--- src/rtl/decoder_pkg.sv ---
// Shared widths and the one-hot decode function for the 3-to-8 decoder.
package decoder_pkg;

  localparam int SEL_W = 3;
  localparam int OUT_W = 8;

  // Active-high one-hot decode. A select with unknown bits falls through to
  // the default arm in simulation and yields no active line.
  function automatic logic [OUT_W-1:0] onehot_dec(input logic [SEL_W-1:0] sel);
    logic [OUT_W-1:0] oh;
    case (sel)
      3'd0:    oh = 8'b0000_0001;
      3'd1:    oh = 8'b0000_0010;
      3'd2:    oh = 8'b0000_0100;
      3'd3:    oh = 8'b0000_1000;
      3'd4:    oh = 8'b0001_0000;
      3'd5:    oh = 8'b0010_0000;
      3'd6:    oh = 8'b0100_0000;
      3'd7:    oh = 8'b1000_0000;
      default: oh = 8'b0000_0000;
    endcase
    return oh;
  endfunction

endpackage

--- src/rtl/decoder_3x8_core.sv ---
// Purely combinational enable-gated decode with output polarity selection.
module decoder_3x8_core
  import decoder_pkg::*;
#(
  parameter bit OUT_ACTIVE_LOW = 1'b0
) (
  input  logic             enable_i,
  input  logic [SEL_W-1:0] sel_i,
  output logic [OUT_W-1:0] line_o,
  output logic             hit_o
);

  logic [OUT_W-1:0] oh;

  // Gate the decode with enable, flag whether a line is active, then apply polarity.
  always_comb begin
    oh     = enable_i ? onehot_dec(sel_i) : '0;
    hit_o  = |oh;
    line_o = OUT_ACTIVE_LOW ? ~oh : oh;
  end

endmodule

--- src/rtl/decoder_3x8.sv ---
// 3-to-8 decoder top: optional output register with synchronous active-low
// reset and a valid flag marking a decode made while enabled.
module decoder_3x8
  import decoder_pkg::*;
#(
  parameter bit OUT_ACTIVE_LOW = 1'b0,
  parameter bit REG_OUT        = 1'b1
) (
  input  logic             clk,
  input  logic             rst_n,
  output logic [OUT_W-1:0] line,
  input  logic             enable,
  input  logic             a2,
  input  logic             a1,
  input  logic             a0,
  output logic             line_valid
);

  localparam logic [OUT_W-1:0] LINE_IDLE = OUT_ACTIVE_LOW ? 8'hFF : 8'h00;

  logic [SEL_W-1:0] sel;
  logic [OUT_W-1:0] line_d;
  logic             valid_d;

  assign sel = {a2, a1, a0};

  decoder_3x8_core #(
    .OUT_ACTIVE_LOW (OUT_ACTIVE_LOW)
  ) u_core (
    .enable_i (enable),
    .sel_i    (sel),
    .line_o   (line_d),
    .hit_o    (valid_d)
  );

  generate
    if (REG_OUT) begin : g_reg
      logic [OUT_W-1:0] line_q;
      logic             valid_q;

      // Register the decode; reset wins over enable and select.
      always_ff @(posedge clk) begin
        if (!rst_n) begin
          line_q  <= LINE_IDLE;
          valid_q <= 1'b0;
        end else begin
          line_q  <= line_d;
          valid_q <= valid_d;
        end
      end

      assign line       = line_q;
      assign line_valid = valid_q;
    end else begin : g_comb
      // Zero-latency path: clock and reset play no part here.
      assign line       = line_d;
      assign line_valid = valid_d;
    end
  endgenerate

endmodule

--- config.mk ---
export PLATFORM = sky130hd
export DESIGN_NAME = decoder_3x8
export DESIGN_NICKNAME = d
export VERILOG_FILES = /design/src/rtl/decoder_pkg.sv /design/src/rtl/decoder_3x8_core.sv /design/src/rtl/decoder_3x8.sv
export SDC_FILE = /design/constraint.sdc
export NUM_CORES = 1
export LEC_CHECK = 0
export ABC_CLOCK_PERIOD_IN_PS = 800
export CORE_AREA = 2 2 39 41
export CTS_BUF_LIST = sky130_fd_sc_hd__clkbuf_4 sky130_fd_sc_hd__clkbuf_8
export CTS_CLUSTER_DIAMETER = 120
export DETAILED_ROUTE_END_ITERATION = 10
export DIE_AREA = 0 0 41 43
export GPL_TIMING_DRIVEN = 0
export SLEW_MARGIN = 10
export SYNTH_ARGS = -nofsm -noshare
export SYNTH_HDL_FRONTEND = slang
export SYNTH_SLANG_ARGS = --single-unit
--- constraint.sdc ---
create_clock -name clk -period 0.8 [get_ports clk]
set_input_delay 0.16 -clock clk [delete_from_list [all_inputs] [get_ports clk]]
set_output_delay 0.16 -clock clk [all_outputs]
set_load 0.05 [all_outputs]
# --- After elaboration in Yosys (flattened, before gate mapping) ---
# Memory sizes are Yosys's and may differ from the RTL's.
# Cells that the tools add are included.
word_totals:
  output_inout_bits: 9
  mem_count: 1
  regBits: 9
  romBits: 64
  elab_cells: 5
mem_list:
  columns: ["memory", "words", "width", "rd", "rd_ports_with_merged_regs", "wr", "line_no", "text"]
  rows:
  - ["(name not given)", 8, 8, 1, 0, 0, "decoder_pkg.sv:11", "case (sel)"]
classes:
  mux: 1
  reduce_logical: 1
ops:
  columns: ["op", "n"]
  rows:
  - ["two-way mux 8 bit", 1]
  - ["OR reduction 8 bit", 1]

# --- Depth between registers and ports, before layout ---
# An unclocked memory read counts as a cell.
logic_depth:
  ltp_word: 3
  depth_mapped: 2
  depth_no_buf: 2

# --- Modules after synthesis ---
# A second synthesis with hierarchy kept.
unflattened:
  hier_cells: 27
  hier_area_um2: 335.3
modules_own_cells:
  columns: ["mod", "area_each_um2", "instances", "cells_each", "seq_area_each_um2"]
  rows:
  - ["decoder_3x8", 236.5, 1, 18, 180.2]
  - ["decoder_3x8_core", 98.8, 1, 9, 0.0]

# --- Worst setup path before layout ---
# Ideal clock, no wire load.
synth_timing:
  kind: "register -> output"
  start: "reg g_reg.line_q[0], in the netlist line[0]"
  end: "out line[0]"
  arrival_ns: 0.587
  t_required_ns: 0.640
  slack_ns: 0.053
  stages_incl_launch_ff: 1
  cell_sequence: "dfxtp_1"
synth_lines:
  columns: ["element", "line_no", "text"]
  rows:
  - ["from (decl)", "decoder_3x8.sv:38", "logic [OUT_W-1:0] line_q;"]
  - ["from (signal assigned)", "decoder_3x8.sv:47", "line_q <= line_d;"]
  - ["to (decl)", "decoder_3x8.sv:11", "output logic [OUT_W-1:0] line,"]
# No word-level cell between the ends.

# --- Worst setup path after layout ---
layout_timing:
  start: "reg g_reg.line_q[6], in the netlist line[6]"
  end: "out line[6]"
# No word-level cell between the ends.

==> impl_metrics.tcl <==
set metrics [dict create \
    outcome "complete, but fails checks" \
    violations "setup timing" \
    largest_net_degree_at_the_start_of_global_routing 6 \
    crit_arrival_ns 0.72 \
    required_ns 0.64 \
    synthesized_area_divided_by_synthesized_cell_count_sq_um 10.6 \
    initial_core_utilization 0.184 \
    grt_antenna_before_repair 0 \
    max_cap_viol_count 0 \
    routabilityCongestion 0.668 \
    holdBufCountCts 0 \
    worstSetupPathType "reg2out" \
    routed_wirelength_microns 425 \
    height_of_the_chip_microns 43 \
    type_of_the_tightest_min_delay_check "in2reg" \
    cts_max_level 1 \
    io_pins 15 \
    worst_setup_path_end_kind "primary output" \
    yosysWarnings 0 \
    power.density_cell_area_mw_per_mm2 1830 \
    critical_path.max_stage_delay_ns 0.33 \
    cp_max_fo 1 \
    route.detailed.wl_per_inst_microns 7.33 \
    timing.max_slew.rel_slack 0.875 \
    ys_types 9 \
    top_cells_by_area_in_the_synthesized_netlist "sky130_fd_sc_hd__dfxtp_1 (71%), sky130_fd_sc_hd__nor2_1 (8.8%), sky130_fd_sc_hd__nor3_1 (3.9%)" \
    drt.antenna.violating_nets 0 \
    seqCellArea_sq_um 191 \
    fp.dieW_microns 41 \
    synth_top_area_share 0.706 \
    utilization 0.370 \
    synth_seq_cells 9 \
    finalSetupViolCount 9 \
    netlist_instances 24 \
    report.power.total_mw 0.938 \
    final_net_count 49 \
    fin_ws_ns -0.0800 \
    minimum_setup_slack_after_placement_ns -0.454 \
    grt_first_pass_wirelength_microns 676 \
    clockBufferDepth 2 \
    globalRoute.totalOverflow 0 \
    power.static_leakage_nw 0.223 \
    dpl-instance-area_sq_um 415 \
    floorplan.die_area_sq_mm 0.00176 \
    crit_path_cell_trace "buf_8" \
    grt_usage 0.0685 \
    port_buffers 14 \
    tritoncts_clock_tree "yes" \
    finalMaxSlewViolations 0 \
    cts_num_sinks 9 \
    cts.clk_slew.worst_paths_ns 0.06 \
    num-fill-cells 145 \
    timing.setup.tns_ns -0.662 \
    peak_supply_drop_v 0.000579 \
    finalInstanceArea_sq_um 512 \
    final-hold-violation-count 0 \
    grt_pass1_vias 197 \
    clockRootBuffer "sky130_fd_sc_hd__clkbuf_4" \
    placedCellCount 54 \
    avgViaCountPerCell 3.93 \
    synth_area_sq_um 255 \
    rows 14 \
    synth_nets 30 \
    worstSetupStartpointType "register" \
    fin_crit_ns 0.880 \
    vias 228 \
    drt_drc_violations_left 0 \
    dr.pass1.iters 1 \
    multi_input_comb_area_sq_um 90.1 \
    critical_path.n_buffers_inverters 1 \
    synth_top_area_cell "sky130_fd_sc_hd__dfxtp_1" \
    critical-path-top-delay-family "flip-flops" \
    core_sq_mm 0.00138 \
    min_period_over_period 1.10 \
    antenna_cells 0 \
    layout.cells.non_filler 58 \
    syn2layout_area_growth_pct 100 \
    synth.yosys.seq_area_share 0.706 \
    first_iter_violations 0 \
    grt_setup_unrepaired "yes" \
    timing_worst_slew_pin_value_ns 0.187 \
    timing.hold.ws_ns 0.259 \
    cts_inserted_buffers 3 \
    drive_above_1_share 0.619 \
    max_freq_mhz 1140 \
    master_of_the_slowest_instance_on_the_critical_path "sky130_fd_sc_hd__dfxtp_2" \
]
-- power by group --
part	total [mW]	leakage, nW	internal, mW	switching [mW]
Clock	0.360	0.0184	0.225	0.135
Combinational	0.113	0.128	0.0521	0.0613
Sequential	0.465	0.0773	0.460	0.00550
-- layer usage --
layer,up-vias,track usage,part of all wire
met5,-,0,0
met4,0,0.120,0.045
met3,2,0.0314,0.092
met2,13,0.0719,0.49
met1,99,0.0682,0.37
li1,114,-,-
-- synthesized netlist by cell type --
cell / instances
sky130_fd_sc_hd__dfxtp_1: 9
sky130_fd_sc_hd__or3b_1: 1
sky130_fd_sc_hd__nor2_1: 6
sky130_fd_sc_hd__nand3_1: 1
sky130_fd_sc_hd__nor3_1: 2
sky130_fd_sc_hd__nand3b_1: 1
sky130_fd_sc_hd__nand2b_1: 1
sky130_fd_sc_hd__nand2_1: 2
sky130_fd_sc_hd__and2_2: 1
-- logic make-up after synthesis --
logic type | after synthesis | share of synthesized area
AND/OR/NAND/NOR | 15 | 0.294
flip-flops | 9 | 0.706
-- flip-flops by register name, indices dropped and copies added, names as in the netlist --
signal	count
line	8
line_valid	1
-- placed cells by master, fill, tap and decap left out --
| master | count |
|---|---|
| sky130_fd_sc_hd__nand2_2 | 1 |
| sky130_fd_sc_hd__nand2b_4 | 1 |
| sky130_fd_sc_hd__nor3_1 | 1 |
| sky130_fd_sc_hd__clkbuf_4 | 4 |
| sky130_fd_sc_hd__nor3_2 | 1 |
| sky130_fd_sc_hd__nand2_1 | 1 |
| sky130_fd_sc_hd__nand3b_1 | 1 |
| sky130_fd_sc_hd__dfxtp_2 | 9 |
| sky130_fd_sc_hd__or3b_1 | 1 |
| sky130_fd_sc_hd__nor2_1 | 6 |
| sky130_fd_sc_hd__dlygate4sd2_1 | 3 |
| sky130_fd_sc_hd__buf_6 | 1 |
| sky130_fd_sc_hd__buf_8 | 8 |
| sky130_fd_sc_hd__clkdlybuf4s50_1 | 1 |
| sky130_fd_sc_hd__and2_2 | 1 |
| sky130_fd_sc_hd__dlymetal6s2s_1 | 1 |
| sky130_fd_sc_hd__nand3_1 | 1 |
-- what timing repair did --
action / CTS / global route
setup endpoints to repair: 11 / 10
endpoints found under the hold margin: 0 / 0
buffers inserted: 0 / 0
gates resized for setup: 75 / 13
pin swaps: 1 / 0
-- final cells by class --
class                      count  share of cell area
multi-input combinational     15               0.176
tap                           16              0.0391
sequential                     9               0.374
timing repair buffer          14               0.352
clock buffer                   4              0.0587
-- worst paths after layout --
check / end / slack (ns) / from / cells past startpoint
hold / removal: line[1] / 0.26 / enable / 3
setup / recovery: line[6] / -0.08 / line[6] / 1
Note: power is estimated with default switching activity, not from simulation.
==> patch (same flow settings) <==
Change the package constant `OUT_W` from 8 to 9.
--- a/src/rtl/decoder_pkg.sv
+++ b/src/rtl/decoder_pkg.sv
@@ -3,5 +3,5 @@
 
   localparam int SEL_W = 3;
-  localparam int OUT_W = 8;
+  localparam int OUT_W = 9;
 
   // Active-high one-hot decode. A select with unknown bits falls through to
Interface: changed (resized line); port bits go from 15 to 16. The function was not compared with the original's and may differ.
==> patch against the original RTL <==
The flow still finishes with violations (negative setup slack); sequential cell count unchanged; die area unchanged; setup slack better by 0.0011 ns; critical endpoint is now line[4]; area after synthesis up 4.4%; final area up 0.24%; synthesized cell count up 8.3%; sequential power about the same; wire length up 5.6%; combinational power up 9.7%; power up 1.4%; largest power group unchanged; via count down 1.8%; highest routed layer unchanged; non-clock buffer count up 1.
==> patch: results (changes against the original RTL) <==
Global route
The via count of the first global-routing pass was 194 (-1.5%). The number of antenna violations at the first check in global routing is 0 (unchanged). The first-pass GRT wire length is 655 um (-3.1%). The global-route track usage on met1 is 0.0617 (-0.00649). The total global routing track utilization is 0.0645 (-0.00403).

Drt
The met2 wire length is 190 um (-8.2%). The number of detailed-route iterations in the first pass is 2 (+1). The routed metal-1 wire length came to 193 um (+21%).

The vias per cell is 3.73 (-5.0%).

Pwr
The internal power summed over all cells is 0.738 mW (+0.21%). The largest vdd supply drop is 0.530 mV (-8.5%). The total leakage power is 0.217 nW (-2.8%).

Finish
The fill cell total of the finished layout is 142 (-2.1%). The final design instance area without fill came to 513 um^2 (+0.24%). The number of nets in the final layout is 51 (+4.1%). The final cell count without fillers is 60 (+3.4%). The share of cells above drive strength 1 is 0.591 (-0.0281).

Place
The instance area at placement was 427 um^2 (+2.7%). The weighted congestion reported at the end of routability-driven placement is 0.656 (-1.9%). The setup slack at placement is -0.449 ns (+0.00489 ns).

STA
The worst-case setup margin in the final layout was -0.0789 ns (+0.00110 ns). The setup violation total in the final timing report is 9 (unchanged). The worst hold slack is 0.294 ns (+0.0346 ns).

Synthesis
The distinct cell type count after synthesis is 11 (+2). The sequential fraction of the synthesis area is 0.676 (-0.0298). The mean area per synthesized cell was 10.3 um^2 (-3.6%). The net count of the mapped netlist is 32 (+6.7%).

Outcome
The final reports fail on negative setup slack. The run finished, with violations left.

Hold path
The number of cells traversed by the worst hold path is 2 (-1). The worst hold path begins at a2.

Critical path
The start point of the critical path is line[4].

Clock network
The post-cts resize count is 77 (+2.7%).
==> patch: changes by cell type in the layout (fill, tap and decap cells not counted) <==
cell | unedited run | this run
buf_4 | 0 | 1
conb_1 | 0 | 1
nand2_1 | 1 | 2
nand2b_4 | 1 | 0
nand2b_2 | 0 | 1
dlymetal6s2s_1 | 1 | 0
nand2_2 | 1 | 0
clkdlybuf4s50_1 | 1 | 2
==> patch: power by group through the flow <==
stage / clock, mW / combinational [mW] / sequential [mW]
floorplan: 0 / 0.0321 / 0.503
global placement: 0 / 0.117 / 0.470
detailed placement: 0 / 0.118 / 0.470
CTS: 0.373 / 0.118 / 0.464
global route: 0.403 / 0.132 / 0.465
finish: 0.363 / 0.124 / 0.465
==> patch: final cells by class <==
| cell class | count | share of cell area |
|---|---|---|
| buffer | 1 | 0.0146 |
| clock buffer | 4 | 0.0585 |
| multi-input combinational | 16 | 0.168 |
| sequential | 9 | 0.373 |
| tap | 16 | 0.0390 |
| timing repair buffer | 14 | 0.346 |
